**config.mk**
```make
export PLATFORM = sky130hd
export DESIGN_NAME = key_event_encoder
export DESIGN_NICKNAME = d
export VERILOG_FILES = /design/src/rtl/key_pkg.sv /design/src/rtl/key_fifo.sv /design/src/rtl/key_event_encoder.sv
export SDC_FILE = /design/constraint.sdc
export NUM_CORES = 1
export LEC_CHECK = 0
export ABC_CLOCK_PERIOD_IN_PS = 2500
export BUFFER_PORTS_ARGS = -buffer_cell sky130_fd_sc_hd__buf_4
export CAP_MARGIN = 20
export CORE_ASPECT_RATIO = 0.8
export CORE_UTILIZATION = 35
export DETAILED_ROUTE_END_ITERATION = 12
export PLACE_DENSITY = 0.63
export SYNTH_ARGS = -nofsm -noshare
export SYNTH_HDL_FRONTEND = slang
export SYNTH_HIERARCHICAL = 1
export SYNTH_SLANG_ARGS = --single-unit
```
**constraint.sdc**
```tcl
create_clock -name clk_500hz -period 2.5 [get_ports clk_500hz]
set_clock_uncertainty 0.2 [all_clocks]
set_input_delay 0.125 -clock clk_500hz [delete_from_list [all_inputs] [get_ports clk_500hz]]
set_output_delay 0.125 -clock clk_500hz [all_outputs]
set_load 0.05 [all_outputs]
```
**src/rtl/key_pkg.sv**
```systemverilog
// Shared constants and the key-index width helper for the keypad event encoder.
package key_pkg;

  localparam int DEF_N            = 5;
  localparam int DEF_FIFO_DEPTH   = 4;
  localparam int DEF_REPEAT_DELAY = 250;
  localparam int DEF_REPEAT_RATE  = 50;

  // Bits needed to hold a key index 0 .. n_keys-1 (at least one bit).
  function automatic int key_width(input int n_keys);
    return (n_keys > 1) ? $clog2(n_keys) : 1;
  endfunction

endpackage

```
**src/rtl/key_fifo.sv**
```systemverilog
// Show-ahead event queue: head entry visible on o_data whenever o_empty is low.
module key_fifo
  import key_pkg::*;
#(
  parameter int WIDTH = 5,
  parameter int DEPTH = 4,
  localparam int AW = (DEPTH > 1) ? $clog2(DEPTH) : 1,
  localparam int CW = $clog2(DEPTH + 1)
) (
  input  logic             i_clk,
  input  logic             i_rst,
  input  logic             i_push,
  input  logic [WIDTH-1:0] i_data,
  input  logic             i_pop,
  output logic [WIDTH-1:0] o_data,
  output logic             o_full,
  output logic             o_empty,
  output logic [CW-1:0]    o_count
);

  logic [WIDTH-1:0] r_mem [DEPTH];
  logic [AW-1:0]    r_wr_ptr;
  logic [AW-1:0]    r_rd_ptr;
  logic [CW-1:0]    r_count;
  logic             w_do_push;
  logic             w_do_pop;

  assign o_full    = (r_count == CW'(DEPTH));
  assign o_empty   = (r_count == '0);
  assign o_count   = r_count;
  assign o_data    = r_mem[r_rd_ptr];
  assign w_do_pop  = i_pop && !o_empty;
  // A full queue still takes a push when the head leaves on the same edge.
  assign w_do_push = i_push && (!o_full || w_do_pop);

  always_ff @(posedge i_clk) begin
    if (i_rst) begin
      r_wr_ptr <= '0;
      r_rd_ptr <= '0;
      r_count  <= '0;
    end else begin
      if (w_do_push) begin
        r_mem[r_wr_ptr] <= i_data;
        r_wr_ptr        <= r_wr_ptr + 1'b1;
      end
      if (w_do_pop) r_rd_ptr <= r_rd_ptr + 1'b1;
      case ({w_do_push, w_do_pop})
        2'b10:   r_count <= r_count + 1'b1;
        2'b01:   r_count <= r_count - 1'b1;
        default: r_count <= r_count;
      endcase
    end
  end

endmodule

```
**src/rtl/key_event_encoder.sv**
```systemverilog
// Keypad press-event encoder: rising edges become pending events, queued lowest index first.
// Auto-repeat of a single held key is built only when KEY_REPEAT_EN is defined.
module key_event_encoder
  import key_pkg::*;
#(
  parameter int N            = DEF_N,
  parameter int FIFO_DEPTH   = DEF_FIFO_DEPTH,
  parameter int REPEAT_DELAY = DEF_REPEAT_DELAY,
  parameter int REPEAT_RATE  = DEF_REPEAT_RATE,
  localparam int NK    = N * N,
  localparam int KEY_W = key_width(N * N),
  localparam int CW    = $clog2(FIFO_DEPTH + 1)
) (
  input  logic             clk_500hz,
  input  logic             rst,
  input  logic [NK-1:0]    isPressed,
  output logic [KEY_W-1:0] key_code,
  output logic             key_valid,
  input  logic             key_ready,
  output logic             any_pressed,
  output logic             overflow
);

  if ((FIFO_DEPTH < 2) || ((FIFO_DEPTH & (FIFO_DEPTH - 1)) != 0)) begin : g_bad_depth
    $error("key_event_encoder: FIFO_DEPTH must be a power of two >= 2");
  end
  if ((REPEAT_DELAY < 1) || (REPEAT_RATE < 1)) begin : g_bad_repeat
    $error("key_event_encoder: REPEAT_DELAY and REPEAT_RATE must be >= 1");
  end

  logic [NK-1:0]    r_prev;
  logic [NK-1:0]    r_pending;
  logic             r_overflow;
  logic [NK-1:0]    w_rise;
  logic [NK-1:0]    w_repeat_hit;
  logic [NK-1:0]    w_new;
  logic [NK-1:0]    w_push_mask;
  logic [KEY_W-1:0] w_push_code;
  logic [KEY_W-1:0] w_fifo_data;
  logic [CW-1:0]    w_count;
  logic             w_found;
  logic             w_push;
  logic             w_pop;
  logic             w_full;
  logic             w_empty;

  assign w_rise = isPressed & ~r_prev;
  assign w_new  = w_rise | w_repeat_hit;

  // Descending scan so the lowest set index is the one left standing.
  always_comb begin
    w_found     = 1'b0;
    w_push_code = '0;
    for (int i = NK - 1; i >= 0; i--) begin
      if (r_pending[i]) begin
        w_found     = 1'b1;
        w_push_code = KEY_W'(i);
      end
    end
  end

  assign w_pop       = key_valid && key_ready;
  assign w_push      = w_found && (!w_full || w_pop);
  assign w_push_mask = w_push ? (NK'(1) << w_push_code) : '0;

  always_ff @(posedge clk_500hz) begin
    if (rst) begin
      r_prev     <= '0;
      r_pending  <= '0;
      r_overflow <= 1'b0;
    end else begin
      r_prev    <= isPressed;
      r_pending <= (r_pending | w_new) & ~w_push_mask;
      if (|(w_new & r_pending)) r_overflow <= 1'b1;
    end
  end

`ifdef KEY_REPEAT_EN
  localparam int RPT_MAX = (REPEAT_DELAY > REPEAT_RATE) ? REPEAT_DELAY : REPEAT_RATE;
  localparam int RW      = $clog2(RPT_MAX + 1);

  logic [RW-1:0] r_rpt_cnt;
  logic          w_single_hold;

  // Down-counter reloads on any change or when not exactly one key is held.
  assign w_single_hold = $onehot(isPressed) && (isPressed == r_prev);
  assign w_repeat_hit  = (w_single_hold && (r_rpt_cnt == '0)) ? isPressed : '0;

  always_ff @(posedge clk_500hz) begin
    if (rst)                   r_rpt_cnt <= '0;
    else if (!w_single_hold)   r_rpt_cnt <= RW'(REPEAT_DELAY - 1);
    else if (r_rpt_cnt == '0)  r_rpt_cnt <= RW'(REPEAT_RATE - 1);
    else                       r_rpt_cnt <= r_rpt_cnt - 1'b1;
  end
`else
  assign w_repeat_hit = '0;
`endif

  key_fifo #(
    .WIDTH (KEY_W),
    .DEPTH (FIFO_DEPTH)
  ) u_fifo (
    .i_clk   (clk_500hz),
    .i_rst   (rst),
    .i_push  (w_push),
    .i_data  (w_push_code),
    .i_pop   (w_pop),
    .o_data  (w_fifo_data),
    .o_full  (w_full),
    .o_empty (w_empty),
    .o_count (w_count)
  );

  assign key_valid   = !w_empty;
  assign key_code    = (w_count == '0) ? '0 : w_fifo_data;
  assign any_pressed = |r_prev;
  assign overflow    = r_overflow;

endmodule

```
* Yosys cells after proc, flatten, opt, wreduce, memory -nomap -nowiden
Memories as Yosys holds them, arrays and structs flattened. A register that Yosys moved wholly into a read port is not among the register bits. Cells that the tools add are included.
Word-level totals: memory bits (writable) 20, output and inout bits 8, word-level logic and storage cells 91, memories 1, register bits 58
Memories:
- u_fifo.r_mem | words 4, bits a word 5, rd ports 1, clocked after Yosys merged registers in 1, write ports 1, RTL line key_fifo.sv:21 | logic [WIDTH-1:0] r_mem [DEPTH];
Cells by class: reduce and logical (&&, ||, !) cells 12, add/sub/neg operators 4, equality and inequality tests 3, shifts and indexed selects 1, bitwise operators 6, mux-type cells 58
Operators with widths (number):
- $mux 5 | 26
- $and 25x25->25 | 3
- $not 25->25 | 2
- $reduce_or 25->1 | 2
- $mux 1 | 28
- $mux 25 | 1
- $or 25x25->25 | 1
- $shl 1x5->25 const A | 1
- $pmux 3 s2 | 1
- $add 2x1->2 const B | 2
- $logic_and 1x1->1 | 4
- $mux 2 | 2
- $add 3x1->3 const B | 1
- $eq 3x3->1 const B | 1
- $logic_not 3->1 | 1
- $sub 3x1->3 const B | 1
- $eq 2x1->1 const B | 1
- $eq 2x2->1 const B | 1
- $logic_not 1->1 | 2
- $logic_or 1x1->1 | 2
- $reduce_bool 2->1 | 1

* Depth between registers and ports, before layout
depth after elaboration 30, depth in mapped cells 14, depth with buffers taken out 12

* Hierarchy
Netlist, hierarchy kept.
Modules (own cells, without submodules):
- key_event_encoder | area an instance 2463.6 µm², instances 1, cells an instance 279, sequential area each 1021.0 µm²
- key_fifo | area an instance 1282.5 µm², instances 1, cells an instance 92, sequential area each 780.7 µm²

* Least setup slack after synthesis
Ideal clock, no wire load.
path kind reg2reg, from register r_pending[7], to register u_fifo.r_count[2], in the netlist u_fifo/o_count[2], required time 2.169 ns, cell stages (with the launch flop) 13, arrival 2.486 ns, slack -0.317 ns, cells stage by stage dfxtp_1 > buf_6 > or4_4 > nor4_4 > a21oi_1 > buf_2 > nor2b_2 > nand2_1 > fa_1 > nor2b_1 > nand2b_1 > nand3_1 > a31oi_1
On the way: cells in the longest elaborated chain, start to end 12, elaborated cells on any way between the ends 14
RTL lines:
- from (decl) | RTL line key_event_encoder.sv:32 | logic [NK-1:0] r_pending;
- from (signal assigned) | RTL line key_event_encoder.sv:73 | r_pending <= (r_pending | w_new) & ~w_push_mask;
- $mux 1 * (8 in series) | RTL line key_event_encoder.sv:55 | if (r_pending[i]) begin
- $logic_and 1x1->1 * | RTL line key_event_encoder.sv:63 | assign w_push = w_found && (!w_full || w_pop);
- named net w_push | RTL line key_event_encoder.sv:42 | logic w_push;
- $logic_and 1x1->1 * | RTL line key_fifo.sv:34 | assign w_do_push = i_push && (!o_full || w_do_pop);
- $eq 2x1->1 / $eq 2x2->1 (equally long branches) | RTL line key_fifo.sv:47 | case ({w_do_push, w_do_pop})
- $pmux 3 s2 / $reduce_bool 2->1 (equally long branches)
- to (signal assigned) | RTL line key_fifo.sv:48 | 2'b10: r_count <= r_count + 1'b1;
- to (signal assigned) | RTL line key_fifo.sv:49 | 2'b01: r_count <= r_count - 1'b1;
- to (signal assigned) | RTL line key_fifo.sv:50 | default: r_count <= r_count;
- to (decl) | RTL line key_fifo.sv:24 | logic [CW-1:0] r_count;
Mark *: on every way through the listed nets, which the timed path passes. The rest lies on a longest branch. A chain may end at the register's enable or synchronous reset.

* Final worst setup path
from register r_pending[3], to register u_fifo.r_count[2], in the netlist u_fifo/o_count[2]
On the way: cells in the longest elaborated chain, start to end 8, elaborated cells on any way between the ends 10
RTL lines (RTL line):
- $mux 1 * (4 in series) | key_event_encoder.sv:55
- $logic_and 1x1->1 * | key_event_encoder.sv:63
- named net w_push | key_event_encoder.sv:42
- $logic_and 1x1->1 * | key_fifo.sv:34
- $eq 2x1->1 / $eq 2x2->1 (equally long branches) | key_fifo.sv:47
- $pmux 3 s2 / $reduce_bool 2->1 (equally long branches)
Marks and branches as above.

==> flow_summary_export.csv <==
group,metric,value,unit
logic_synthesis,ys_seq_elements,80,
clocking,cts_buffers,9,
finish,num-fill-cells,976,
critical_path,path_class,"flip-flop to flip-flop",
drt,antenna_left,0,
logic_synthesis,synth_cell_types,68,
global_routing,grt_pass1_wl,16100,um
clocking,cts_tree,"built",
logic_synthesis,ys_async_sr_fraction,0,%
critical_path,cp.required,2.51,ns
job,drv_cap,0,
global_routing,grt_max_degree,42,
run_status,failed_checks,"setup timing",
logic_synthesis,synth-edff-count,20,
clocking,clk_path_buf_depth,2,
drt,avgRoutedWirePerCell,15.7,um
floorplanning,core_area,0.0103,mm2
critical_path,worstPathArrival,2.54,ns
floorplanning,fp.dieW,118,um
placement,hpwl,7320,um
global_routing,overflow,0,
global_routing,grtUsageTotal,19.2,%
timing,clock.fmax,394,MHz
power_and_ir_drop,p_leak,2.09,nW
logic_synthesis,syn_avg_cell_area,10.1,um2
timing,slew-limit-headroom,65.9,%
drt,wl,9920,um
timing,fin_crit,2.54,ns
logic_synthesis,synth_top_family_by_area,"simple AND/OR/NAND/NOR gates",
finish,drive_gt1_share,27.3,%
logic_synthesis,synth_area,0.00375,mm2
logic_synthesis,synthesis.nets,404,
power_and_ir_drop,vdd_drop_max,335,uV
drt,drc,0,
logic_synthesis,synthFlopType,"dfxtp_1",
finish,multi_input_area,0.00184,mm2
clocking,insertion_delay,0.34,ns
clocking,cts-root-buf,"clkbuf_16",
timing,worst_pin_slew,0.507,ns
floorplanning,start_util,36.3,%
logic_synthesis,synth.yosys.seq_area_share,48.1,%
timing,fin_ws,-0.0381,ns
clocking,clkSlewWorstSetupHoldPaths,0.06,ns
drt,drt-vias-per-instance,5.17,
hold_path,min_path_type,"input port to flip-flop",
timing,drv_slew,0,
run_status,status,"finished, violations left",
logic_synthesis,yosys.area_share.adder,1.87,%
floorplanning,num_rows,33,
floorplanning,die-area,0.0111,mm2
global_routing,antenna_found_initial,0,
finish,instances_no_fill,631,
drt,dr.pass1.iters,6,
logic_synthesis,synth_compound_area_share,18.2,%
critical_path,crit_path_max_fanout,2,
placement,place_inst,578,
critical_path,critPathLaunchType,"flip-flop",
placement,routabilityCongestion,0.957,
timing,period_share,102,%
power_and_ir_drop,finalPower,4.52,mW
timing,rsz0062_at_grt,"true",
finish,syn_to_final_growth,37.8,%
power_and_ir_drop,power_density,875,mW/mm2
logic_synthesis,yosys.area_share.simple,23.5,%
logic_synthesis,synthCells,371,
timing,setup_violations,1,
logic_synthesis,synth_warnings,6,
placement,dp_slack,-0.0911,ns
logic_synthesis,synth.area.mux_share,3.27,%
finish,regArea,0.00180,mm2
global_routing,grt_pass1_vias,3179,
drt,vias,3262,
timing,hold_viol_final,0,
timing,tns,-0.0381,ns
clocking,cts.sinks,80,
placement,port_buffers,35,
floorplanning,io_pins,36,
clocking,htreeDepth,3,
floorplanning,die_y,94.5,um
drt,drt_iter0_drc,304,
finish,diodes,0,
finish,nets,519,
logic_synthesis,synth_xor_area_share,1.17,%
critical_path,end_kind,"flip-flop",
[cell families after synthesis]
logic type,after synthesis
AND/OR/NAND/NOR,150
adder cells (fa/ha/maj),5
XOR/XNOR,5
AO/OA/AOI/OAI,92
multiplexers,6
flip-flops,80
buffers and inverters,33
[worst max-delay path, stage by stage, from the launching register on]
cell and delay, ns:
dfxtp_2 0.32, or4_4 0.55, nor4_4 0.34, a21oi_2 0.12, nor2b_4 0.14, nand2_2 0.07, fa_2 0.34, nor2b_2 0.12
nand2b_1 0.06, nand3_1 0.08, a31oi_1 0.07
[cell type report]
cell class                 count  area share (%)
inverter                      19            1.43
tap                          140            3.39
clock buffer                   9            4.36
clock inverter                 7            1.38
timing repair buffer         118            18.9
sequential                    80            34.9
multi-input combinational    258            35.6
[what timing repair did]
action / 4_1_cts / 5_1_grt
hold buffers: 35 / 0
pin swaps: 3 / 1
hold endpoints to repair: 32 / 0
gates resized for setup: 3 / 10
endpoints found under the setup margin: 6 / 34
setup buffers: 2 / 0
[routing by layer]
layer	global-route usage [%]	up-vias	part of all wire (%)
met1	26.1	1547	48
met4	6.62	0	1.5
li1	-	1578	-
met5	0	-	0
met2	29.3	122	43
met3	5.19	15	7.7
[report_power, final]
group | leakage [nW] | total (mW) | switching, mW | internal, mW
clock | 0.139 | 1.31 | 0.535 | 0.773
sequential | 0.685 | 1.60 | 0.0883 | 1.52
combinational | 1.26 | 1.61 | 0.933 | 0.672
[final timing paths]
kind	slack [ns]	cells after the start	from	end
setup / recovery	-0.04	10	r_pending[3]	u_fifo/o_count[2]
hold / removal	0.24	6	key_ready	r_pending[0]
setup reg to reg	-0.04	10	r_pending[3]	u_fifo/o_count[2]
hold reg to reg	0.34	2	u_fifo/r_rd_ptr[1]	u_fifo/r_rd_ptr[1]
[sequential cells by signal (all words and copies together), names as in the netlist, named ones only]
signal and cells:
r_pending 25, u_fifo/r_mem 20, overflow 1, u_fifo/r_rd_ptr 2
r_prev 25, u_fifo/o_count 3, u_fifo/r_wr_ptr 2
[cell usage after synthesis (all sizes together), types with 3 or more instances]
| cell | instances | area (um2) |
|---|---|---|
| a211oi | 7 | 62.6 |
| a21o | 3 | 22.5 |
| a21oi | 14 | 73.8 |
| a22oi | 6 | 45.0 |
| a31oi | 18 | 113 |
| and2 | 5 | 31.3 |
| buf | 7 | 42.5 |
| clkbuf | 7 | 28.8 |
| dfxtp | 60 | 1200 |
| edfxtp | 20 | 601 |
| ha | 4 | 50.1 |
| inv | 19 | 73.8 |
| mux4 | 5 | 113 |
| nand2 | 13 | 51.3 |
| nand2b | 3 | 18.8 |
| nand3 | 7 | 35.0 |
| nor2 | 28 | 108 |
| nor2b | 54 | 340 |
| nor3 | 10 | 66.3 |
| nor3b | 3 | 22.5 |
| nor4 | 10 | 77.6 |
| o21ai | 5 | 25.0 |
| o21bai | 16 | 120 |
| o31ai | 3 | 22.5 |
| or2 | 3 | 18.8 |
| or4 | 7 | 60.1 |
| xnor2 | 3 | 26.3 |
[cells in the final DEF (no fill, tap or decap), types with 9 or more instances in the layout]
master / Yosys / final
buf_4: 1 / 83
dfxtp_1: 60 / 59
nor2b_1: 53 / 52
dlygate4sd3_1: 0 / 35
nor2_1: 27 / 25
edfxtp_1: 20 / 20
a31oi_1: 18 / 18
inv_1: 16 / 16
o21bai_1: 16 / 16
a21oi_1: 13 / 12
nand2_1: 12 / 11
clkbuf_16: 0 / 9
[per-stage QoR]
step | util (%) | hold WS, ns | instance area (um2)
floorplan | - | 0.0532 | 3760
global placement | 43.3 | 0.141 | 4470
detailed placement | 43.3 | 0.150 | 4470
CTS | 49.8 | 0.247 | 5140
global route | 50.0 | 0.273 | 5160
finish | 50.0 | 0.245 | 5160
Power figures use the tool's default switching activity.
